File: config.mk
export PLATFORM = sky130hd
export DESIGN_NAME = product_accum
export DESIGN_NICKNAME = d
export VERILOG_FILES = /design/src/rtl/product_accum_pkg.sv /design/src/rtl/product_accum_beat_counter.sv /design/src/rtl/product_accum.sv
export SDC_FILE = /design/constraint.sdc
export NUM_CORES = 1
export LEC_CHECK = 0
export BUFFER_PORTS_ARGS = -buffer_cell sky130_fd_sc_hd__buf_4
export CAP_MARGIN = 15
export CORE_MARGIN = 2
export CORE_UTILIZATION = 55
export DETAILED_ROUTE_END_ITERATION = 8
export PLACE_DENSITY_LB_ADDON = 0.08
export SLEW_MARGIN = 25
export SYNTH_ARGS = -nofsm -noshare
export SYNTH_HDL_FRONTEND = slang
export SYNTH_SLANG_ARGS = --single-unit
export TNS_END_PERCENT = 5
File: constraint.sdc
create_clock -name clk -period 4.1 [get_ports clk]
set_input_delay 0.615 -clock clk [delete_from_list [all_inputs] [get_ports clk]]
set_output_delay 0.615 -clock clk [all_outputs]
set_load 0.03 [all_outputs]
File: src/rtl/product_accum_pkg.sv
// rtl/product_accum_pkg.sv - shared state encoding and accumulator width for product_accum
package product_accum_pkg;

    typedef enum logic [1:0] {
        IDLE  = 2'd0,
        ACCUM = 2'd1,
        DONE  = 2'd2
    } state_t;

    localparam int CNT_W = 5;

    // Four guard bits above the product width absorb sixteen maximal products.
    function automatic int sum_w(input int op_bits);
        return 2 * op_bits + 4;
    endfunction

endpackage

File: src/rtl/product_accum_beat_counter.sv
// rtl/product_accum_beat_counter.sv - loadable down-counter of products still expected in a run
module beat_counter
    import product_accum_pkg::*;
(
    input  logic             clk,
    input  logic             rst,
    input  logic             load_i,
    input  logic [CNT_W-1:0] load_val_i,
    input  logic             dec_i,
    output logic [CNT_W-1:0] count_o,
    output logic             zero_o,
    output logic             one_o
);

    logic [CNT_W-1:0] r_count;

    always_ff @(posedge clk) begin
        if (rst) begin
            r_count <= '0;
        end else if (load_i) begin
            r_count <= load_val_i;
        end else if (dec_i && (r_count != '0)) begin
            r_count <= r_count - 5'd1;
        end
    end

    assign count_o = r_count;
    assign zero_o  = (r_count == '0);
    assign one_o   = (r_count == 5'd1);

endmodule

File: src/rtl/product_accum.sv
// rtl/product_accum.sv - accumulates a run of 1..16 multiplier products into a held sum
module product_accum
    import product_accum_pkg::*;
#(
    parameter  int bits  = 4,
    localparam int SUM_W = sum_w(bits)
) (
    input  logic              clk,
    input  logic              rst,
    input  logic              start_i,
    input  logic [3:0]        len_i,
    input  logic [2*bits-1:0] prod_i,
    input  logic              prod_valid_i,
    output logic              busy_o,
    output logic              done_o,
    output logic [SUM_W-1:0]  sum_o,
    output logic [4:0]        remain_o
);

    state_t           r_state;
    logic [SUM_W-1:0] r_acc;
    logic [SUM_W-1:0] r_sum;
    logic             r_done;

    logic             w_load;
    logic [CNT_W-1:0] w_load_val;
    logic             w_beat;
    logic             w_zero;
    logic             w_one;
    logic [SUM_W-1:0] w_prod_ext;
    logic [SUM_W-1:0] w_next_acc;

    assign w_load     = (r_state == IDLE) && start_i;
    assign w_load_val = (len_i == 4'd0) ? 5'd16 : {1'b0, len_i};
    assign w_beat     = (r_state == ACCUM) && prod_valid_i && !w_zero;
    assign w_prod_ext = {{(SUM_W - 2 * bits){1'b0}}, prod_i};
    assign w_next_acc = r_acc + w_prod_ext;

    beat_counter u_beat_counter (
        .clk        (clk),
        .rst        (rst),
        .load_i     (w_load),
        .load_val_i (w_load_val),
        .dec_i      (w_beat),
        .count_o    (remain_o),
        .zero_o     (w_zero),
        .one_o      (w_one)
    );

    always_ff @(posedge clk) begin
        if (rst) begin
            r_state <= IDLE;
            r_acc   <= '0;
            r_sum   <= '0;
            r_done  <= 1'b0;
        end else begin
            r_done <= 1'b0;
            case (r_state)
                IDLE: begin
                    if (start_i) begin
                        r_acc   <= '0;
                        r_state <= ACCUM;
                    end
                end
                ACCUM: begin
                    if (w_beat) begin
                        r_acc <= w_next_acc;
                        // The final beat publishes the sum on the same edge it is accepted.
                        if (w_one) begin
                            r_sum   <= w_next_acc;
                            r_done  <= 1'b1;
                            r_state <= DONE;
                        end
                    end
                end
                DONE: begin
                    r_state <= IDLE;
                end
                default: begin
                    r_state <= IDLE;
                end
            endcase
        end
    end

    assign busy_o = (r_state != IDLE);
    assign done_o = r_done;
    assign sum_o  = r_sum;

endmodule

==> flow_metrics.env <==
export IMPL_viasPerCell=6.058
export IMPL_start_util_pct=57.48
export IMPL_first_pass_iters=4
export IMPL_synth_fp_nets=263
export IMPL_die_x_um=63.29
export IMPL_setup_worst_path_class="reg -> reg"
export IMPL_hold_class="reg -> reg"
export IMPL_routed_wl_um=4570
export IMPL_post_drt_wl_per_cell_um=14.65
export IMPL_postCtsSetupRepairBufs=0
export IMPL_groute_usage_overall_pct=25.26
export IMPL_ant_nets=0
export IMPL_cts_sinks=32
export IMPL_syn_inst=235
export IMPL_htree_levels=2
export IMPL_synthMuxAreaShare_pct=0.5178
export IMPL_yosys_cell_types_count=49
export IMPL_tns_ns=0
export IMPL_nets=293
export IMPL_hold_path_startpoint="sum_o[3]"
export IMPL_rows=21
export IMPL_placed_area_mm2=0.002188
export IMPL_synth_xor_area_share_pct=2.718
export IMPL_final_util_pct=66.82
export IMPL_fin_skew_ns=0.008447
export IMPL_cp_max_fo=12
export IMPL_grt_pass1_wl_um=8128
export IMPL_startpoint="u_beat_counter.count_o[0]"
export IMPL_clock_path_buffers=2
export IMPL_diodes=0
export IMPL_start_kind="flop"
export IMPL_synth_area_mm2=0.001933
export IMPL_worstPathCellList="inv_1 -> ha_1 -> nand4bb_2 -> nor2_1 -> o2111ai_1 -> nand3_1"
export IMPL_fin_cells=312
export IMPL_drtIter0Drc=158
export IMPL_synthAdderAreaFrac_pct=8.155
export IMPL_hold_viol=0
export IMPL_critPathSlowestCell="nor2_1"
export IMPL_ctsHoldBuffers=0
export IMPL_clkLatencyLatePin_ns=0.34
export IMPL_slowest_delay_ns=0.70
export IMPL_core_mm2=0.003363
export IMPL_r2r_start="u_beat_counter.count_o[0]"
export IMPL_ys_seq_area_share_pct=33.14
export IMPL_ios=35
export IMPL_tritoncts="yes"
export IMPL_synthFlopType="dfxtp_1"
export IMPL_cts_resized=0
export IMPL_end_kind="flop"
export IMPL_status="finished clean"
export IMPL_leakagePower_nw=0.8542
export IMPL_async_flop_share_pct=0
export IMPL_die_h_um=63.29
export IMPL_critPathBufInv=1
export IMPL_finalCritPeriodShare_pct=55.26
export IMPL_io_buffers=34
export IMPL_fin_crit_ns=2.266
export IMPL_synthToLayoutAreaGrowth_pct=16.25
export IMPL_ys_ff_latch=32
export IMPL_worst_pin_slew_ns=0.8678
export IMPL_max_freq_mhz=441.4
export IMPL_synth_edf_count=0
export IMPL_avgSynthCellArea_um2=8.226
export IMPL_critPathTopFamily="simple AND/OR/NAND/NOR gates"
export IMPL_drv_cap=0
export IMPL_required_ns=4.38
export IMPL_drc=0
export IMPL_rsz0062_at_grt="no"
export IMPL_synth_compound_area_share_pct=21.04
export IMPL_setup_violations=0
export IMPL_ir_worst_vdd_mv=0.2383
export IMPL_ys_warn_count=0
export IMPL_finalWeightedCongestion=0.8953
export IMPL_num_vias=1890
export IMPL_p_per_area_mw_per_mm2=296.2
export IMPL_placed_cells=304
export IMPL_antenna_found_initial=0
export IMPL_cts_clk_slew_worst_paths_ns=0.10
export IMPL_drv_slew=0
export IMPL_crit_arrival_ns=2.54
export IMPL_relSlewSlack_pct=41.94
export IMPL_gr_total_overflow=0
export IMPL_dp_hpwl_um=3370
export IMPL_clock_root_buffer="clkbuf_4"
export IMPL_postLayoutCellArea_mm2=0.002247
export IMPL_grt_pass1_vias=1826
export IMPL_cts_inserted_buffers=5
export IMPL_grt_max_degree=33
export IMPL_dieArea_mm2=0.004005
export IMPL_yosys_area_share_simple_pct=30.68
export IMPL_drive_gt1_share_pct=19.17
export IMPL_synth_top_family_by_area="simple AND/OR/NAND/NOR gates"
where the power goes:
| group | switching (mW) | leakage, nW | internal [mW] | total (mW) |
|---|---|---|---|---|
| clock network | 0.106 | 0.0326 | 0.0846 | 0.190 |
| logic | 0.0885 | 0.562 | 0.0563 | 0.145 |
| registers | 0.0108 | 0.259 | 0.320 | 0.331 |
Yosys cell counts (2+ instances only):
master      n  area share, %
buf_6       2            1.2
o211ai_1    9            3.5
nor4_1      4            1.3
nand4_1     9            2.9
nor2_1     14            2.7
nor2b_1     3           0.97
nand3_1    27            7.0
or2_2       4            1.3
nand3b_1    2           0.78
o21ai_0     4            1.0
a21oi_1    17            4.4
nand2_1    25            4.9
ha_1       11            7.1
inv_1       4           0.78
a211oi_1    8            3.1
clkbuf_1    8            1.6
o2111ai_1   5            2.3
a211o_1     2           0.91
dfxtp_1    32             33
nor4b_1     3            1.4
or3b_2      2           0.91
xnor2_1     2           0.91
o21a_1      2           0.78
nor3_1      6            1.6
o31ai_1     3            1.2
xor2_1      4            1.8
through the flow:
step | total power, mW | worst slack [ns] | hold slack [ns]
finish | 0.6656 | 1.834 | 0.4575
global route | 0.6995 | 1.556 | 0.4831
CTS | 0.6686 | 1.877 | 0.4623
detailed placement | 0.4818 | 1.592 | 0.4488
global placement | 0.4807 | 1.619 | 0.4417
floorplan | 0.4382 | 1.881 | 0.4356
final timing paths:
path	end	slack, ns	depth (start not counted)
min	sum_o[3]	0.46	2
max	sum_o[9]	1.83	6
min reg2reg	sum_o[3]	0.46	2
max reg2reg	sum_o[9]	1.83	6
placed cells by master (no fill, tap or decap), types with 3 or more instances in the layout:
master     synthesis  layout
buf_4              0      34
dfxtp_1           32      32
nand3_1           27      27
nand2_1           25      25
a21oi_1           17      17
nor2_1            14      14
ha_1              11      11
o211ai_1           9       9
nand4_1            9       9
a211oi_1           8       8
nor3_1             6       6
o2111ai_1          5       5
clkbuf_4           0       5
inv_1              4       4
or2_2              4       4
o21ai_0            4       4
nor4_1             4       4
xor2_1             4       4
nor4b_1            3       3
nor2b_1            3       3
o31ai_1            3       3
flip-flops by register name, summed over array words and instances, names as in the netlist:
register and count:
r_acc 12, sum_o 12, u_beat_counter.count_o 5, done_o 1
r_state 2
final cells by class:
type / count / area [um^2]
clock buffers: 8 / 58.81
fillers: 332 / 1116
multi-input cells: 188 / 1220
inverters: 4 / 15.01
flip-flops and latches: 32 / 640.6
well taps: 46 / 57.56
repair buffers: 34 / 255.2
worst register-to-register path, stage by stage, from the launching register on:
cell and delay [ns]:
dfxtp_1 0.43, inv_1 0.10, ha_1 0.26, nand4bb_2 0.30
nor2_1 0.70, o2111ai_1 0.26, nand3_1 0.15
kinds of logic after synthesis:
logic type               after synthesis
buffers and inverters                 15
adder cells (fa/ha/maj)               12
AO/OA/AOI/OAI                         59
multiplexers                           1
AND/OR/NAND/NOR                      110
XOR/XNOR                               6
flip-flops                            32
routing by layer:
metal  track usage, %  part of all wire [%]  vias to the layer above
li1                 -                     -                      953
met1            31.39                    47                      876
met2            42.95                    47                       52
met3            5.536                   5.3                        9
met4            9.239                   1.5                        0
met5                0                     0                        -
Note: power is estimated with default switching activity, not from simulation.
